==> src/rtl/rf_scoreboard.sv <==
// rtl/rf_scoreboard.sv - register file with pending-write scoreboard and sequential clear engine (optional trace: RF_TRACE_EN)
module rf_scoreboard #(
    parameter int WIDTH    = 32,
    parameter int DEPTH    = 32,
    parameter int AW       = 5,
    parameter int ZERO_REG = 1
) (
    input  logic             clk,
    input  logic             rst_n,
    input  logic [AW-1:0]    raddr1,
    input  logic [AW-1:0]    raddr2,
    output logic [WIDTH-1:0] rdata1,
    output logic [WIDTH-1:0] rdata2,
    output logic             rpend1,
    output logic             rpend2,
    input  logic             we,
    input  logic [AW-1:0]    waddr,
    input  logic [WIDTH-1:0] wdata,
    input  logic             rsv_en,
    input  logic [AW-1:0]    rsv_addr,
    input  logic             clr,
    output logic             ready
);

    // Index width actually needed to address DEPTH entries; never wider than AW.
    localparam int             IW      = (DEPTH > 1) ? $clog2(DEPTH) : 1;
    localparam logic [AW:0]    DEPTH_W = (AW+1)'(DEPTH);
    localparam logic [AW-1:0]  LAST    = AW'(DEPTH - 1);

    typedef enum logic {
        ST_CLEAR = 1'b0,
        ST_RUN   = 1'b1
    } state_t;

    state_t           state;
    logic [AW-1:0]    ptr;
    logic [DEPTH-1:0] pend;
    logic [WIDTH-1:0] mem [DEPTH];

    logic wr_eff;
    logic rsv_eff;

    // An address is live when it exists and is not the hardwired zero entry.
    function automatic logic addr_ok(input logic [AW-1:0] a);
        return ({1'b0, a} < DEPTH_W) && !((ZERO_REG != 0) && (a == '0));
    endfunction

    assign wr_eff  = (state == ST_RUN) && we && addr_ok(waddr);
    assign rsv_eff = (state == ST_RUN) && rsv_en && addr_ok(rsv_addr);

    // Control FSM: sweep ptr through the array, then run; clr restarts the sweep.
    always_ff @(posedge clk or negedge rst_n) begin
        if (!rst_n) begin
            state <= ST_CLEAR;
            ptr   <= '0;
            ready <= 1'b0;
        end else if (clr) begin
            state <= ST_CLEAR;
            ptr   <= '0;
            ready <= 1'b0;
        end else if (state == ST_CLEAR) begin
            if (ptr == LAST) begin
                state <= ST_RUN;
                ptr   <= '0;
                ready <= 1'b1;
            end else begin
                ptr <= ptr + AW'(1);
            end
        end
    end

    // Single write port shared by the clear engine and the normal write path.
    always_ff @(posedge clk) begin
        if (state == ST_CLEAR) begin
            mem[ptr[IW-1:0]] <= '0;
        end else if (wr_eff) begin
            mem[waddr[IW-1:0]] <= wdata;
        end
    end

    // Scoreboard: a write retires the pending bit, a same-cycle reservation re-arms it.
    always_ff @(posedge clk or negedge rst_n) begin
        if (!rst_n) begin
            pend <= '0;
        end else if (clr) begin
            pend <= '0;
        end else if (state == ST_RUN) begin
            if (wr_eff) begin
                pend[waddr[IW-1:0]] <= 1'b0;
            end
            if (rsv_eff) begin
                pend[rsv_addr[IW-1:0]] <= 1'b1;
            end
        end
    end

    // Read ports with write-through bypass; everything reads as zero while clearing.
    always_comb begin
        rdata1 = '0;
        rdata2 = '0;
        rpend1 = 1'b0;
        rpend2 = 1'b0;
        if (state == ST_RUN) begin
            if (addr_ok(raddr1)) begin
                if (wr_eff && (waddr == raddr1)) begin
                    rdata1 = wdata;
                end else begin
                    rdata1 = mem[raddr1[IW-1:0]];
                end
                rpend1 = pend[raddr1[IW-1:0]] && !(wr_eff && (waddr == raddr1));
            end
            if (addr_ok(raddr2)) begin
                if (wr_eff && (waddr == raddr2)) begin
                    rdata2 = wdata;
                end else begin
                    rdata2 = mem[raddr2[IW-1:0]];
                end
                rpend2 = pend[raddr2[IW-1:0]] && !(wr_eff && (waddr == raddr2));
            end
        end
    end

`ifdef RF_TRACE_EN
    // Debug dump of the whole array, state and scoreboard on every falling edge.
    always @(negedge clk) begin
        for (int i = 0; i < DEPTH; i++) begin
            if (i % 8 == 0) begin
                $write("%0d:", i);
            end
            $write(" %h", mem[i]);
            if ((i % 8 == 7) || (i == DEPTH - 1)) begin
                $write("\n");
            end
        end
        $display("----------------------------------------");
        $display("state=%s pend=%h", state.name(), pend);
    end
`endif

endmodule

==> config.mk <==
export PLATFORM = sky130hd
export DESIGN_NAME = rf_scoreboard
export DESIGN_NICKNAME = d
export VERILOG_FILES = /design/src/rtl/rf_scoreboard.sv
export SDC_FILE = /design/constraint.sdc
export NUM_CORES = 1
export LEC_CHECK = 0
export ABC_CLOCK_PERIOD_IN_PS = 4500
export CAP_MARGIN = 0
export CORE_MARGIN = 3
export CORE_UTILIZATION = 62
export DETAILED_ROUTE_END_ITERATION = 6
export PLACE_DENSITY = 0.8
export SLEW_MARGIN = 0
export SYNTH_ARGS = -nofsm -noshare
export SYNTH_HDL_FRONTEND = slang
export SYNTH_SLANG_ARGS = --single-unit
==> constraint.sdc <==
create_clock -name clk -period 4.5 [get_ports clk]
set_clock_uncertainty 0.15 [all_clocks]
set_input_delay 0.675 -clock clk [delete_from_list [all_inputs] [get_ports clk]]
set_output_delay 0.675 -clock clk [all_outputs]
set_load 0.03 [all_outputs]
==> flow_summary.toml <==
[status]
outcome = "complete, no violations"

[pwr]
finalPower_w = 0.0216
netSwitchingPower_w = 0.00484
switching_share_pct = 22.4
power-per-cell-area_nw_per_um2 = 373
vdd_drop_max_uv = 316
seqPwrFrac_pct = 50.1
p_leak_nw = 19.7
p_int_w = 0.0168
combinationalPowerShare_pct = 7.9
p_clk_share_pct = 42.0

[floorplan]
initial_core_util_pct = 62.8
fp.coreArea_sq_um = 80800
rows = 104
die_w_um = 292
io-pin-count = 124
die_y_um = 292
die_area_sq_um = 85300

[critical_path]
slowest_delay_ns = 0.66
crit_slowest_cell = "a22oi_1"
crit_path_end_kind = "output port"
crit_chain = "buf_8 -> buf_4 -> mux4_2 -> nor2b_1 -> a211oi_1 -> a21oi_1 -> a22oi_1 -> nand2_1 -> buf_4"
critPathKind = "input pin to output port"
crit_arrival_ns = 3.56
cp.required_ns = 3.67
reg2reg_depth = 7
path_max_fanout = 36
cp_common_cell = "buf_4"
critPathLaunchType = "input pin"

[cells_and_area]
fin_util_pct = 71.8
antenna_cells = 0
area_delta_synth_final_pct = 14.4
drive_above_1_share_pct = 33.4
fin_area_sq_um = 58000
fin_nets = 2978

[sta]
drv_slew = 0
fin_hold_ws_ns = 0.375
clock.fmax_ghz = 0.228
hold_viol = 0
rsz0062_at_grt = "false"
tns_ns = 0
post-route-period-util_pct = 97.4
setup_viol = 0
fin_crit_ns = 4.38
worstMarginPinSlew_ns = 1.28
maxSlewHeadroom_pct = 14.7

[logic_synthesis]
syn_area_sq_um = 50700
ys_seq_elements = 1063
synth_nets = 2810
yosys_warnings = 0
syn_inst = 2751
ys_async_sr_fraction_pct = 3.67
synth-edff-count = 1024
synthDistinctLibCells = 55
ys.flop_type = "edfxtp_1"
syn_area_per_cell_sq_um = 18.4
synth.yosys.seq_area_share_pct = 62.5

[detailed_routing]
drc = 0
avgViaCountPerCell = 7.73
totalWireLength_mm = 154
ant_nets = 0
drt_first_pass_iters = 5
vias = 31449
avgRoutedWirePerCell_um = 37.9
drt_iter0_drc = 4868

[placement]
gp_congestion = 0.914
hpwl_mm = 88.1
io_buffers = 123
place_area_sq_um = 54500

[global_routing]
grt_pass1_vias = 33084
grt_max_degree = 94
grt_use_total_pct = 36.8
grt_overflow = 0
grt_first_pass_wirelength_mm = 224
antenna_found_initial = 2

[flow_run]
drv_cap = 0

[clock_network]
clock_path_buffers = 3
tritoncts = "yes"
cts-root-buf = "clkbuf_16"
clock_latency_ns = 0.67
numCtsBuffers = 105
clkTransAtPathRegs_ns = 0.06
post-cts-setup-buffers = 0
clock_sinks = 1063
htreeDepth = 3

[min_path]
hp-class = "flip-flop to flip-flop"
whs_path_depth = 1
==> state kept, by name (all words and copies together) (netlist names) <==
register	flops
mem	1024
state	1
pend	32
ptr	5
ready	1
==> per-layer routing <==
metal	vias to the layer above	share of wire, %	GRT usage, %
met2	2801	47	57.1
met4	0	7.0	21.9
li1	12000	-	-
met5	-	0	0
met3	640	14	8.85
met1	16008	32	48.4
==> path summary, 6_finish.rpt <==
kind | startpoint | endpoint | slack (ns)
min in group asynchronous | rst_n | pend[2]$_DFFE_PN0P_ | 0.51
max in group asynchronous | rst_n | pend[18]$_DFFE_PN0P_ | 3.13
hold / removal | pend[0]$_DFFE_PN0P_ | pend[0]$_DFFE_PN0P_ | 0.37
hold reg to reg | pend[0]$_DFFE_PN0P_ | pend[0]$_DFFE_PN0P_ | 0.37
setup reg to reg | state$_DFF_PN0_ | mem[7][16]$_DFFE_PP_ | 1.51
setup / recovery | raddr2[0] | rdata2[28] | 0.12
==> cell type report <==
cell class,instances,area (sq um)
clock buffer,126,2750
clock inverter,73,800
fill,4558,22800
inverter,9,33.8
multi-input combinational,1459,18200
sequential,1063,31700
tap,1060,1330
timing repair buffer,281,3210
==> kinds of logic (layout without fill, tap and decap cells) <==
kind of cell | Yosys count | in the layout | share of synthesized area (%)
DFF | 1063 | 1063 | 62.5
muxes | 692 | 692 | 26.8
and+or+nand+nor | 388 | 388 | 3.75
AOI/OAI and AO/OA | 366 | 366 | 4.45
buffers and inverters | 229 | 489 | 2.22
xor gates and xnor gates | 11 | 11 | 0.190
adders and majority gates | 2 | 2 | 0.0493
==> metrics by stage <==
stage               instances  worst slack (ns)
floorplan                2751             0.695
global placement         3871             0.372
detailed placement       3871             0.318
CTS                      4071             0.300
global route             4071            0.0417
finish                   4071             0.117
==> placed cells by master (no fill, tap or decap), drive strengths merged, types with 4 or more instances in the layout <==
cell              n
a211oi           34
a21oi           136
a22oi            34
and2             32
buf             231
bufinv           15
clkbuf          126
clkdlybuf4s50    49
clkinv           45
clkinvlp         10
dfrtp            39
edfxtp         1024
inv              12
mux2             31
mux2i           130
mux4            531
nand2           102
nand2b           35
nand3            20
nor2             93
nor2b            36
nor3             42
o211ai           19
o21ai            68
o221ai           31
o22ai            31
or2               7
or3               4
xnor2             8
==> timing repair <==
action,CTS,global route
hold buffers,1,0
endpoints found under the hold margin,39,0
endpoints found under the setup margin,0,0
resized for setup,0,0
==> critical path: cells and delay by family <==
family | cells | cell delay [ns]
AOI/OAI and AO/OA | 3 | 1.07
buffers and inverters | 3 | 0.96
muxes | 1 | 0.53
and+or+nand+nor | 2 | 0.27
==> synth_stat cells, drive strengths merged, types with 3 or more instances <==
library cell / instances / area, sq um
edfxtp: 1024 / 30700
mux4: 531 / 12000
a21oi: 136 / 681
mux2i: 130 / 1300
buf: 127 / 743
nand2: 102 / 383
clkbuf: 93 / 349
nor2: 93 / 349
o21ai: 68 / 340
nor3: 42 / 215
dfrtp: 39 / 976
nor2b: 36 / 225
nand2b: 35 / 219
a211oi: 34 / 260
a22oi: 34 / 255
and2: 32 / 200
mux2: 31 / 349
o221ai: 31 / 272
o22ai: 31 / 194
nand3: 20 / 100
o211ai: 19 / 148
inv: 9 / 33.8
xnor2: 8 / 70.1
or2: 7 / 43.8
or3: 4 / 25.0
nand3b: 3 / 22.5
nand4: 3 / 18.8
nor4b: 3 / 32.5
o311ai: 3 / 26.3
xor2: 3 / 26.3
==> power by group through the flow <==
stage	registers [W]	clock network (W)	logic [W]
after floorplan	0.0110	0	0.00109
after global placement	0.0110	0	0.00164
after detailed placement	0.0111	0	0.00166
after CTS	0.0108	0.00912	0.00169
after global routing	0.0109	0.00950	0.00177
final	0.0109	0.00909	0.00171
Note: power is estimated with default switching activity, not from simulation.
